### config.mk
export PLATFORM = sky130hd
export DESIGN_NAME = sort_seq_ctrl
export DESIGN_NICKNAME = d
export VERILOG_FILES = /design/src/rtl/sort_seq_ctrl.sv
export SDC_FILE = /design/constraint.sdc
export NUM_CORES = 1
export LEC_CHECK = 0
export BUFFER_PORTS_ARGS = -buffer_cell sky130_fd_sc_hd__buf_2
export CAP_MARGIN = 20
export CORE_MARGIN = 10
export CORE_UTILIZATION = 50
export CTS_BUF_LIST = sky130_fd_sc_hd__clkbuf_4
export CTS_CLUSTER_DIAMETER = 80
export CTS_CLUSTER_SIZE = 28
export DETAILED_ROUTE_END_ITERATION = 16
export PLACE_DENSITY = 0.68
export RECOVER_POWER = 100
export SETUP_SLACK_MARGIN = 0.4
export SLEW_MARGIN = 15
export SYNTH_ARGS = -nofsm -noshare
export SYNTH_HDL_FRONTEND = slang
export SYNTH_SLANG_ARGS = --single-unit
### constraint.sdc
create_clock -name clk -period 14.3 [get_ports clk]
set_input_delay 2.145 -clock clk [delete_from_list [all_inputs] [get_ports clk]]
set_output_delay 2.145 -clock clk [all_outputs]
set_load 0.02 [all_outputs]
### src/rtl/sort_seq_ctrl.sv
// rtl/sort_seq_ctrl.sv - block bubble sorter sharing one comparator; SORT_DESCEND_EN selects descending order

// Single shared unsigned magnitude comparator.
module sort_cmp #(
  parameter int WIDTH = 32
) (
  input  logic [WIDTH-1:0] a,
  input  logic [WIDTH-1:0] b,
  output logic             is_equal,
  output logic             is_great,
  output logic             is_less
);
  assign is_equal = (a == b);
  assign is_great = (a > b);
  assign is_less  = (a < b);
endmodule

module sort_seq_ctrl #(
  parameter int WIDTH = 32,
  parameter int DEPTH = 4
) (
  input  logic             clk,
  input  logic             rst_n,
  input  logic             in_valid,
  output logic             in_ready,
  input  logic [WIDTH-1:0] in_data,
  output logic             out_valid,
  input  logic             out_ready,
  output logic [WIDTH-1:0] out_data,
  output logic             busy,
  output logic             sort_done,
  output logic [15:0]      cmp_count
);

  localparam int IDX_W = (DEPTH > 2) ? $clog2(DEPTH) : 1;
  localparam logic [IDX_W-1:0] LAST_IDX = IDX_W'(DEPTH - 1);
  localparam logic [IDX_W-1:0] LAST_J0  = IDX_W'(DEPTH - 2);
  localparam logic [IDX_W-1:0] IDX_ONE  = IDX_W'(1);

  typedef enum logic [1:0] {S_LOAD, S_SORT, S_OUT} state_t;

  state_t           state, state_nxt;
  logic [WIDTH-1:0] mem [DEPTH];
  logic [IDX_W-1:0] load_idx, out_idx, j, pass;
  logic [IDX_W-1:0] j_nx;
  logic             swap_flag;
  logic [15:0]      cmp_cnt;
  logic             sort_done_q;

  logic             is_equal, is_great, is_less;
  logic             swap_cond, last_j;
  logic             load_fire, out_fire, do_swap, pass_end, sort_exit;

  assign j_nx      = j + IDX_ONE;
  assign last_j    = (j == (LAST_J0 - pass));
  assign sort_done = sort_done_q;
  assign cmp_count = cmp_cnt;

  sort_cmp #(.WIDTH(WIDTH)) u_cmp (
    .a        (mem[j]),
    .b        (mem[j_nx]),
    .is_equal (is_equal),
    .is_great (is_great),
    .is_less  (is_less)
  );

  // Equal words never swap, which keeps the sort stable in either order.
`ifdef SORT_DESCEND_EN
  assign swap_cond = !is_equal && is_less;
`else
  assign swap_cond = !is_equal && is_great;
`endif

  // State register.
  always_ff @(posedge clk or negedge rst_n) begin
    if (!rst_n) state <= S_LOAD;
    else        state <= state_nxt;
  end

  // Next-state decode, handshake outputs and per-cycle datapath strobes.
  always_comb begin
    state_nxt = state;
    in_ready  = 1'b0;
    out_valid = 1'b0;
    busy      = 1'b0;
    out_data  = '0;
    load_fire = 1'b0;
    out_fire  = 1'b0;
    do_swap   = 1'b0;
    pass_end  = 1'b0;
    sort_exit = 1'b0;
    case (state)
      S_LOAD: begin
        in_ready  = 1'b1;
        load_fire = in_valid;
        if (in_valid && load_idx == LAST_IDX) state_nxt = S_SORT;
      end
      S_SORT: begin
        busy    = 1'b1;
        do_swap = swap_cond;
        if (last_j) begin
          pass_end = 1'b1;
          // A pass with no swap (this cycle included) proves the block is ordered.
          if (!(swap_flag || swap_cond) || pass == LAST_J0) begin
            sort_exit = 1'b1;
            state_nxt = S_OUT;
          end
        end
      end
      S_OUT: begin
        out_valid = 1'b1;
        out_data  = mem[out_idx];
        out_fire  = out_ready;
        if (out_ready && out_idx == LAST_IDX) state_nxt = S_LOAD;
      end
      default: state_nxt = S_LOAD;
    endcase
  end

  // Word array: written while loading, pairwise exchanged while sorting.
  always_ff @(posedge clk or negedge rst_n) begin
    if (!rst_n) begin
      for (int i = 0; i < DEPTH; i++) mem[i] <= '0;
    end else if (load_fire) begin
      mem[load_idx] <= in_data;
    end else if (do_swap) begin
      mem[j]    <= mem[j_nx];
      mem[j_nx] <= mem[j];
    end
  end

  // Index counters, pass tracking, compare counter and done pulse.
  always_ff @(posedge clk or negedge rst_n) begin
    if (!rst_n) begin
      load_idx    <= '0;
      out_idx     <= '0;
      j           <= '0;
      pass        <= '0;
      swap_flag   <= 1'b0;
      cmp_cnt     <= '0;
      sort_done_q <= 1'b0;
    end else begin
      sort_done_q <= sort_exit;
      case (state)
        S_LOAD: begin
          if (load_fire) begin
            if (load_idx == LAST_IDX) begin
              load_idx  <= '0;
              pass      <= '0;
              j         <= '0;
              swap_flag <= 1'b0;
              cmp_cnt   <= '0;
            end else begin
              load_idx <= load_idx + IDX_ONE;
            end
          end
        end
        S_SORT: begin
          cmp_cnt <= cmp_cnt + 16'd1;
          if (pass_end) begin
            if (!sort_exit) begin
              pass      <= pass + IDX_ONE;
              j         <= '0;
              swap_flag <= 1'b0;
            end
          end else begin
            j         <= j_nx;
            swap_flag <= swap_flag | do_swap;
          end
        end
        S_OUT: begin
          if (out_fire) out_idx <= (out_idx == LAST_IDX) ? '0 : out_idx + IDX_ONE;
        end
        default: ;
      endcase
    end
  end

endmodule

==> run summary, run 1 <==
status: finished, violations left
failing checks: max-capacitance violations, max-slew violations
Synth area leaders: dfrtp_1, mux4_2, mux2_4, a221oi_1, ha_1
average size of a mapped cell: 11.3 um2
number of gates resized after CTS: 0
initial drt markers: 978
# hold bufs at CTS: 0
Seq/Total Area, Yosys: 0.320
area leader, netlist: dfrtp_1
fraction of registers with async set/reset: 1.00
H-tree Lvls: 4
Inst Count DP: 1413
Hold Path Class: reg2reg
Worst R2R Setup Slack: 5.03 ns
WP data arrival: 9.72 ns
post-synth cell types: 49
Total Wirelength: 33.5 mm
clock root buffer: clkbuf_4
post-layout minimum cycle time: 9.27 ns
largest net degree at the start of global routing: 107
CORE AREA: 24200 um2
vias in the first global route: 9505
CP peak stage delay: 1.98 ns
utilization after layout: 0.519
Worst Setup Path Type: reg2reg
Pwr per Cell Area: 291 nW/um2
crit path launch type: register
antenna violations before repair: 1
Mapped Nets: 1159
Worst Skew: 0.0296 ns
drt drc: 0
wire per inst: 23.2 um
# Post-CTS Setup Buffers: 0
TritonCTS clock tree: yes
area share of the largest cell type after synthesis: 0.320
Synth Register Bits: 156
Final Hold Viols: 0
final setup margin: 5.03 ns
die area: 31000 um2
Slew Limit Fails: 416
area grow syn2layout: 2.96%
worst path bufs/invs: 5
CTS Buf Count: 17
dpl hpwl: 20.7 mm
peak supply drop: 0.000161 V
headroom to the max-slew limit: -2.70
Critical Path Slowest Stage Cell: clkbuf_1
clock latency on the worst-skew pair: 0.58 ns
initial core utilization: 0.504
total negative slack: 0 ns
first-pass GRT wire length: 54.0 mm
post-route ant nets: 0
Total GRT Usage: 0.217
Leakage Power: 0.00522 uW
Worst-path clk slew: 0.14 ns
fmax: 0.108 GHz
RSZ-0062 raised after global routing: false
Top FF cell, synth: dfrtp_1
Via Count: 9546
pre-CTS setup slack: 8.39 ns
cell family with most CP delay: buffers and inverters
# rows: 57
Yosys warnings: 0
Synth Cell Area: 12200 um2
crit path max fanout: 36
Worst setup EP type: register
Tcrit/Tclk final: 0.648
overall power: 3650 uW
crit path cell chain: clkbuf_1 -> inv_1 -> ha_1 -> clkbuf_1 -> mux4_2 -> inv_1 -> ha_1 -> nand4_1 -> nor2_1 -> a221o_1 -> o311a_1 -> nor2_1 -> o21ai_4 -> buf_4 -> mux2_1
# IOs: 88
Via density: 6.60
DRT Pass-1 Iters: 5
gr ovfl total: 0
PortBufs: 87
Mapped Cells: 1080
GPL Wtd Cong: 0.812
max_cap viols: 7
Layout Nets: 1188
most frequent cell after synthesis: dfrtp_1
Req. time, crit path: 14.75 ns
die width: 176 um
clock sink total: 156
Post-synth EDFFs: 0
top cells by count, synth: dfrtp_1, nor2_1, a221oi_1
final non-filler cell total: 1447
worst slew pin tran: 5.55 ns
final setup fails: 0
share of cells above drive strength 1: 0.196
Chip Height: 176 um
Max Buffers Root-to-Sink: 2
-- worst reg2reg max path, cell delays in order (launching register included) --
cell and delay [ns]:
dfrtp_1 0.34, clkbuf_1 1.98, inv_1 0.34, ha_1 0.70
clkbuf_1 1.90, mux4_2 0.77, inv_1 0.08, ha_1 0.25
nand4_1 0.23, nor2_1 0.08, a221o_1 0.34, o311a_1 0.40
nor2_1 0.64, o21ai_4 0.38, buf_4 0.38, mux2_1 0.36
-- per-stage QoR --
stage	area (um2)	hold slack [ns]
after floorplan	12200	0.487
after CTS	13100	0.481
final	12600	0.501
after global placement	12800	0.458
after detailed placement	12800	0.459
after global routing	12600	0.531
-- power breakdown --
group	internal, uW	leakage [uW]	switching [uW]
clock network	124	0.000156	170
registers	639	0.00198	202
logic	1110	0.00308	1400
total	1870	0.00522	1780
-- cell usage in the layout (no fill, tap or decap), types with 3 or more instances in the layout --
cell / n
mux2_4: 9
o21ai_0: 17
and2_0: 23
clkinv_1: 3
dfrtp_1: 154
nand4_1: 9
nor2b_2: 4
a221oi_1: 128
o31ai_1: 3
mux4_2: 96
mux2_1: 119
o21ai_1: 5
a21o_1: 4
and2_1: 10
inv_6: 3
ha_1: 43
nor2_1: 141
buf_4: 17
o21ai_4: 4
a21oi_1: 48
o211ai_1: 3
nand2_1: 59
mux2i_1: 4
bufinv_16: 3
nand3_1: 22
clkbuf_4: 18
buf_2: 56
inv_1: 41
clkbuf_1: 36
nor3_1: 4
clkinv_4: 3
-- state kept, by name, summed over array words and instances, names as in the netlist --
register   cells
state          2
mem          128
pass           2
sort_done      1
cmp_count     16
load_idx       2
swap_flag      1
out_idx        2
j              2
-- routing by layer --
layer	wire [um]	vias to the layer above	track usage
li1	-	4227	-
met1	14500	4767	0.300
met2	15400	502	0.339
met3	2930	50	0.0402
met4	682	0	0.0685
met5	0	-	0
-- final timing paths --
| check | cells past startpoint | startpoint | to |
|---|---|---|---|
| worst max-delay path | 15 | j[1]$_DFFE_PN0P_ | mem[30]$_DFFE_PN0P_ |
| worst min-delay path | 1 | cmp_count[15]$_DFFE_PN0P_ | cmp_count[15]$_DFFE_PN0P_ |
| worst max register to register | 15 | j[1]$_DFFE_PN0P_ | mem[30]$_DFFE_PN0P_ |
| worst min register to register | 1 | cmp_count[15]$_DFFE_PN0P_ | cmp_count[15]$_DFFE_PN0P_ |
| max in group asynchronous | 2 | rst_n | mem[23]$_DFFE_PN0P_ |
| min in group asynchronous | 1 | rst_n | mem[7]$_DFFE_PN0P_ |
-- kinds of logic after synthesis --
logic type	count (synthesis)	share of synthesized area
simple gates	284	0.104
mux	229	0.337
compound gates	225	0.142
flops	156	0.320
buf+inv	141	0.0517
fa+ha+maj	43	0.0441
xor+xnor	2	0.00144
-- area by class of cell --
class / instances / area [um2]
Fill cell: 2226 / 11600
Multi-Input combinational cell: 783 / 7220
Sequential cell: 156 / 3910
Timing Repair Buffer: 110 / 554
Tap cell: 324 / 405
Clock inverter: 14 / 169
Inverter: 41 / 154
Clock buffer: 18 / 135
Antenna cell: 1 / 2.50
No activity file was read; power rests on OpenSTA's default activity.
==> run 2, diff against run 1 <==
--- a/config.mk
+++ b/config.mk
@@ -5,6 +5,7 @@
 export SDC_FILE = /design/constraint.sdc
 export NUM_CORES = 1
 export LEC_CHECK = 0
+export ABC_AREA = 1
 export BUFFER_PORTS_ARGS = -buffer_cell sky130_fd_sc_hd__buf_2
 export CAP_MARGIN = 20
 export CORE_MARGIN = 10
@@ -13,7 +14,7 @@
 export CTS_CLUSTER_DIAMETER = 80
 export CTS_CLUSTER_SIZE = 28
 export DETAILED_ROUTE_END_ITERATION = 16
-export PLACE_DENSITY = 0.68
+export PLACE_DENSITY = 0.71
 export RECOVER_POWER = 100
 export SETUP_SLACK_MARGIN = 0.4
 export SLEW_MARGIN = 15
==> constraint.sdc (replaced) <==
create_clock -name clk -period 7.7 [get_ports clk]
set_input_delay 1.155 -clock clk [delete_from_list [all_inputs] [get_ports clk]]
set_output_delay 1.155 -clock clk [all_outputs]
set_load 0.02 [all_outputs]
==> run 2 against run 1 <==
- the run still ends with max-capacitance violations, max-slew violations left
- critical path depth is 11 lower
- synthesized cell count is 75% higher
- sequential cell count stayed put
- global-route usage is 2.2 points higher
- via count is 40% higher
- final area is 5.6% higher
- non-clock buffer count stayed put
- first-iteration DRC count is 50% higher
- worst setup slack worse by 3.2 ns
- cell count is 54% higher
==> run summary, run 2 <==
XOR/XNOR Fraction of Synth Area: 0.000676
first-pass GRT wire length: 66.2 mm
area leader, netlist: dfrtp_1
Yosys warnings: 0
average size of a mapped cell: 6.85 um2
simple-gate share of the synthesized area: 0.237
Worst setup EP type: output port
RSZ-0062 raised after global routing: false
Compound-Gate Fraction of Synth Area: 0.309
largest reg by FF count: mem
largest net degree at the start of global routing: 98
fraction of registers with async set/reset: 1.00
Mapped Nets: 1970
gr ovfl total: 0
Worst-path clk slew: 0.15 ns
post-layout minimum cycle time: 5.89 ns
Req. time, crit path: 6.55 ns
Worst Skew: 0.0355 ns
PortBufs: 87
Total Wirelength: 40.3 mm
Chip Height: 181 um
Via Count: 13300
Worst Setup Path Type: reg2out
GPL Wtd Cong: 0.855
CP dominant cell by count: clkbuf_1
# rows: 58
DRT Pass-1 Iters: 6
drt drc: 0
clock sink total: 156
initial drt markers: 1466
Seq/Total Area, Yosys: 0.301
combinational family with the most area after synthesis: compound AO/OA/AOI/OAI gates
most frequent cells in the layout: nand2_1, a21oi_1, inv_1
H-tree Lvls: 4
Slew Limit Fails: 239
post-synthesis mux area share: 0.00338
Hold Path Class: reg2reg
clock latency on the worst-skew pair: 0.62 ns
max reg flops: 128
Tcrit/Tclk final: 0.765
crit path launch type: register
share of cells above drive strength 1: 0.108
Mapped Cells: 1891
final setup fails: 0
worst slew pin tran: 3.73 ns
initial core utilization: 0.512
post-route ant nets: 0
clock root buffer: clkbuf_4
crit path cell chain: clkbuf_1 -> o211ai_1 -> a21oi_1 -> clkbuf_1
CP peak stage delay: 2.59 ns
Top FF cell, synth: dfrtp_1
# IOs: 88
Synth Cell Area: 13000 um2
cell family with most CP delay: buffers and inverters
utilization after layout: 0.523
worst path bufs/invs: 2
Synth Register Bits: 156
area share of the largest cell type after synthesis: 0.301
CTS Buf Count: 17
failing checks: max-capacitance violations, max-slew violations
CORE AREA: 25300 um2
# hold bufs at CTS: 0
wire per inst: 18.1 um
Layout Nets: 1961
area grow syn2layout: 2.33%
# Post-CTS Setup Buffers: 0
Critical Path Slowest Stage Cell: clkbuf_1
WP depth: 4
antenna violations before repair: 1
Synth area leaders: dfrtp_1, nand2_1, a21oi_1, a21oi_2, o22ai_1
total negative slack: 0 ns
Post-synth EDFFs: 0
top cells by count, synth: nand2_1, a21oi_1, inv_1
dpl hpwl: 24.6 mm
crit path max fanout: 66
WP data arrival: 4.74 ns
max_cap viols: 4
commonest non-fill, non-tap cell in the layout: nand2_1
Final Hold Viols: 0
headroom to the max-slew limit: -1.49
Total GRT Usage: 0.239
Synth Area in Adders: 0.0415
number of gates resized after CTS: 0
most frequent cell after synthesis: nand2_1
status: finished, violations left
Max Buffers Root-to-Sink: 2
post-synth cell types: 41
vias in the first global route: 12700
FF-to-FF path depth: 19
fmax: 0.170 GHz
Via density: 5.98
TritonCTS clock tree: yes
Hold Crit Depth: 2
die area: 32700 um2
die width: 181 um
-- run 2: cell types whose count changed in the layout (fill, tap and decap cells not counted), sizes merged, moves of 22 or more --
cell and change:
a21oi +256, a221oi -128, and2 -32, inv +142, mux2 -126, mux4 -96
nand2 +470, nand3 +26, nor2 -22, o211ai +61, o21ai +125, o22ai +132
-- run 2: final timing paths --
check | end | slack, ns | from
setup reg to reg | mem[39]$_DFFE_PN0P_ | 1.87 | j[1]$_DFFE_PN0P_
hold reg to reg | swap_flag$_DFFE_PN0P_ | 0.50 | swap_flag$_DFFE_PN0P_
min in group asynchronous | mem[81]$_DFFE_PN0P_ | 0.65 | rst_n
hold / removal | swap_flag$_DFFE_PN0P_ | 0.50 | swap_flag$_DFFE_PN0P_
setup / recovery | out_data[3] | 1.81 | out_idx[1]$_DFFE_PN0P_
max in group asynchronous | out_idx[0]$_DFFE_PN0P_ | 2.52 | rst_n
-- run 2: layout make-up --
| class | instances | area (um2) |
|---|---|---|
| multi-input combinational | 1418 | 7420 |
| antenna | 2 | 5.00 |
| clock buffer | 17 | 128 |
| clock inverter | 15 | 164 |
| tap | 330 | 413 |
| inverter | 179 | 672 |
| fill | 2612 | 12100 |
| sequential | 156 | 3910 |
| timing repair buffer | 110 | 539 |
-- run 2: per-layer routing --
layer,up-vias,global-route usage,part of all wire
li1,6387,-,-
met1,6234,0.312,0.43
met2,617,0.391,0.46
met3,83,0.0398,0.081
met4,0,0.0807,0.025
met5,-,0,0
-- run 2: logic make-up after synthesis --
kind of cell               Yosys count
and+or+nand+nor                    711
AOI/OAI and AO/OA                  659
buffers and inverters              317
DFF                                156
adders and majority gates           43
muxes                                4
xor gates and xnor gates             1
-- run 2: worst min-delay path: stages (launching register included) --
cell and delay [ns]:
dfrtp_1 0.38, nand2_1 0.06, nand2_1 0.04
-- run 2: per-stage QoR --
step / worst slack, ns / area [um2] / std cells / hold WS [ns]
6_report: 1.81 / 13300 / 2227 / 0.501
5_1_grt: 1.42 / 13300 / 2227 / 0.527
4_1_cts: 2.80 / 13600 / 2225 / 0.502
3_5_place_dp: 2.81 / 13300 / 2193 / 0.467
3_3_place_gp: 2.93 / 13300 / 2193 / 0.462
2_1_floorplan: 4.23 / 13000 / 1891 / 0.442
Power of run 2 is not shown: default switching activity piles up to over one toggle a cycle in this logic, so the estimate is an artifact.
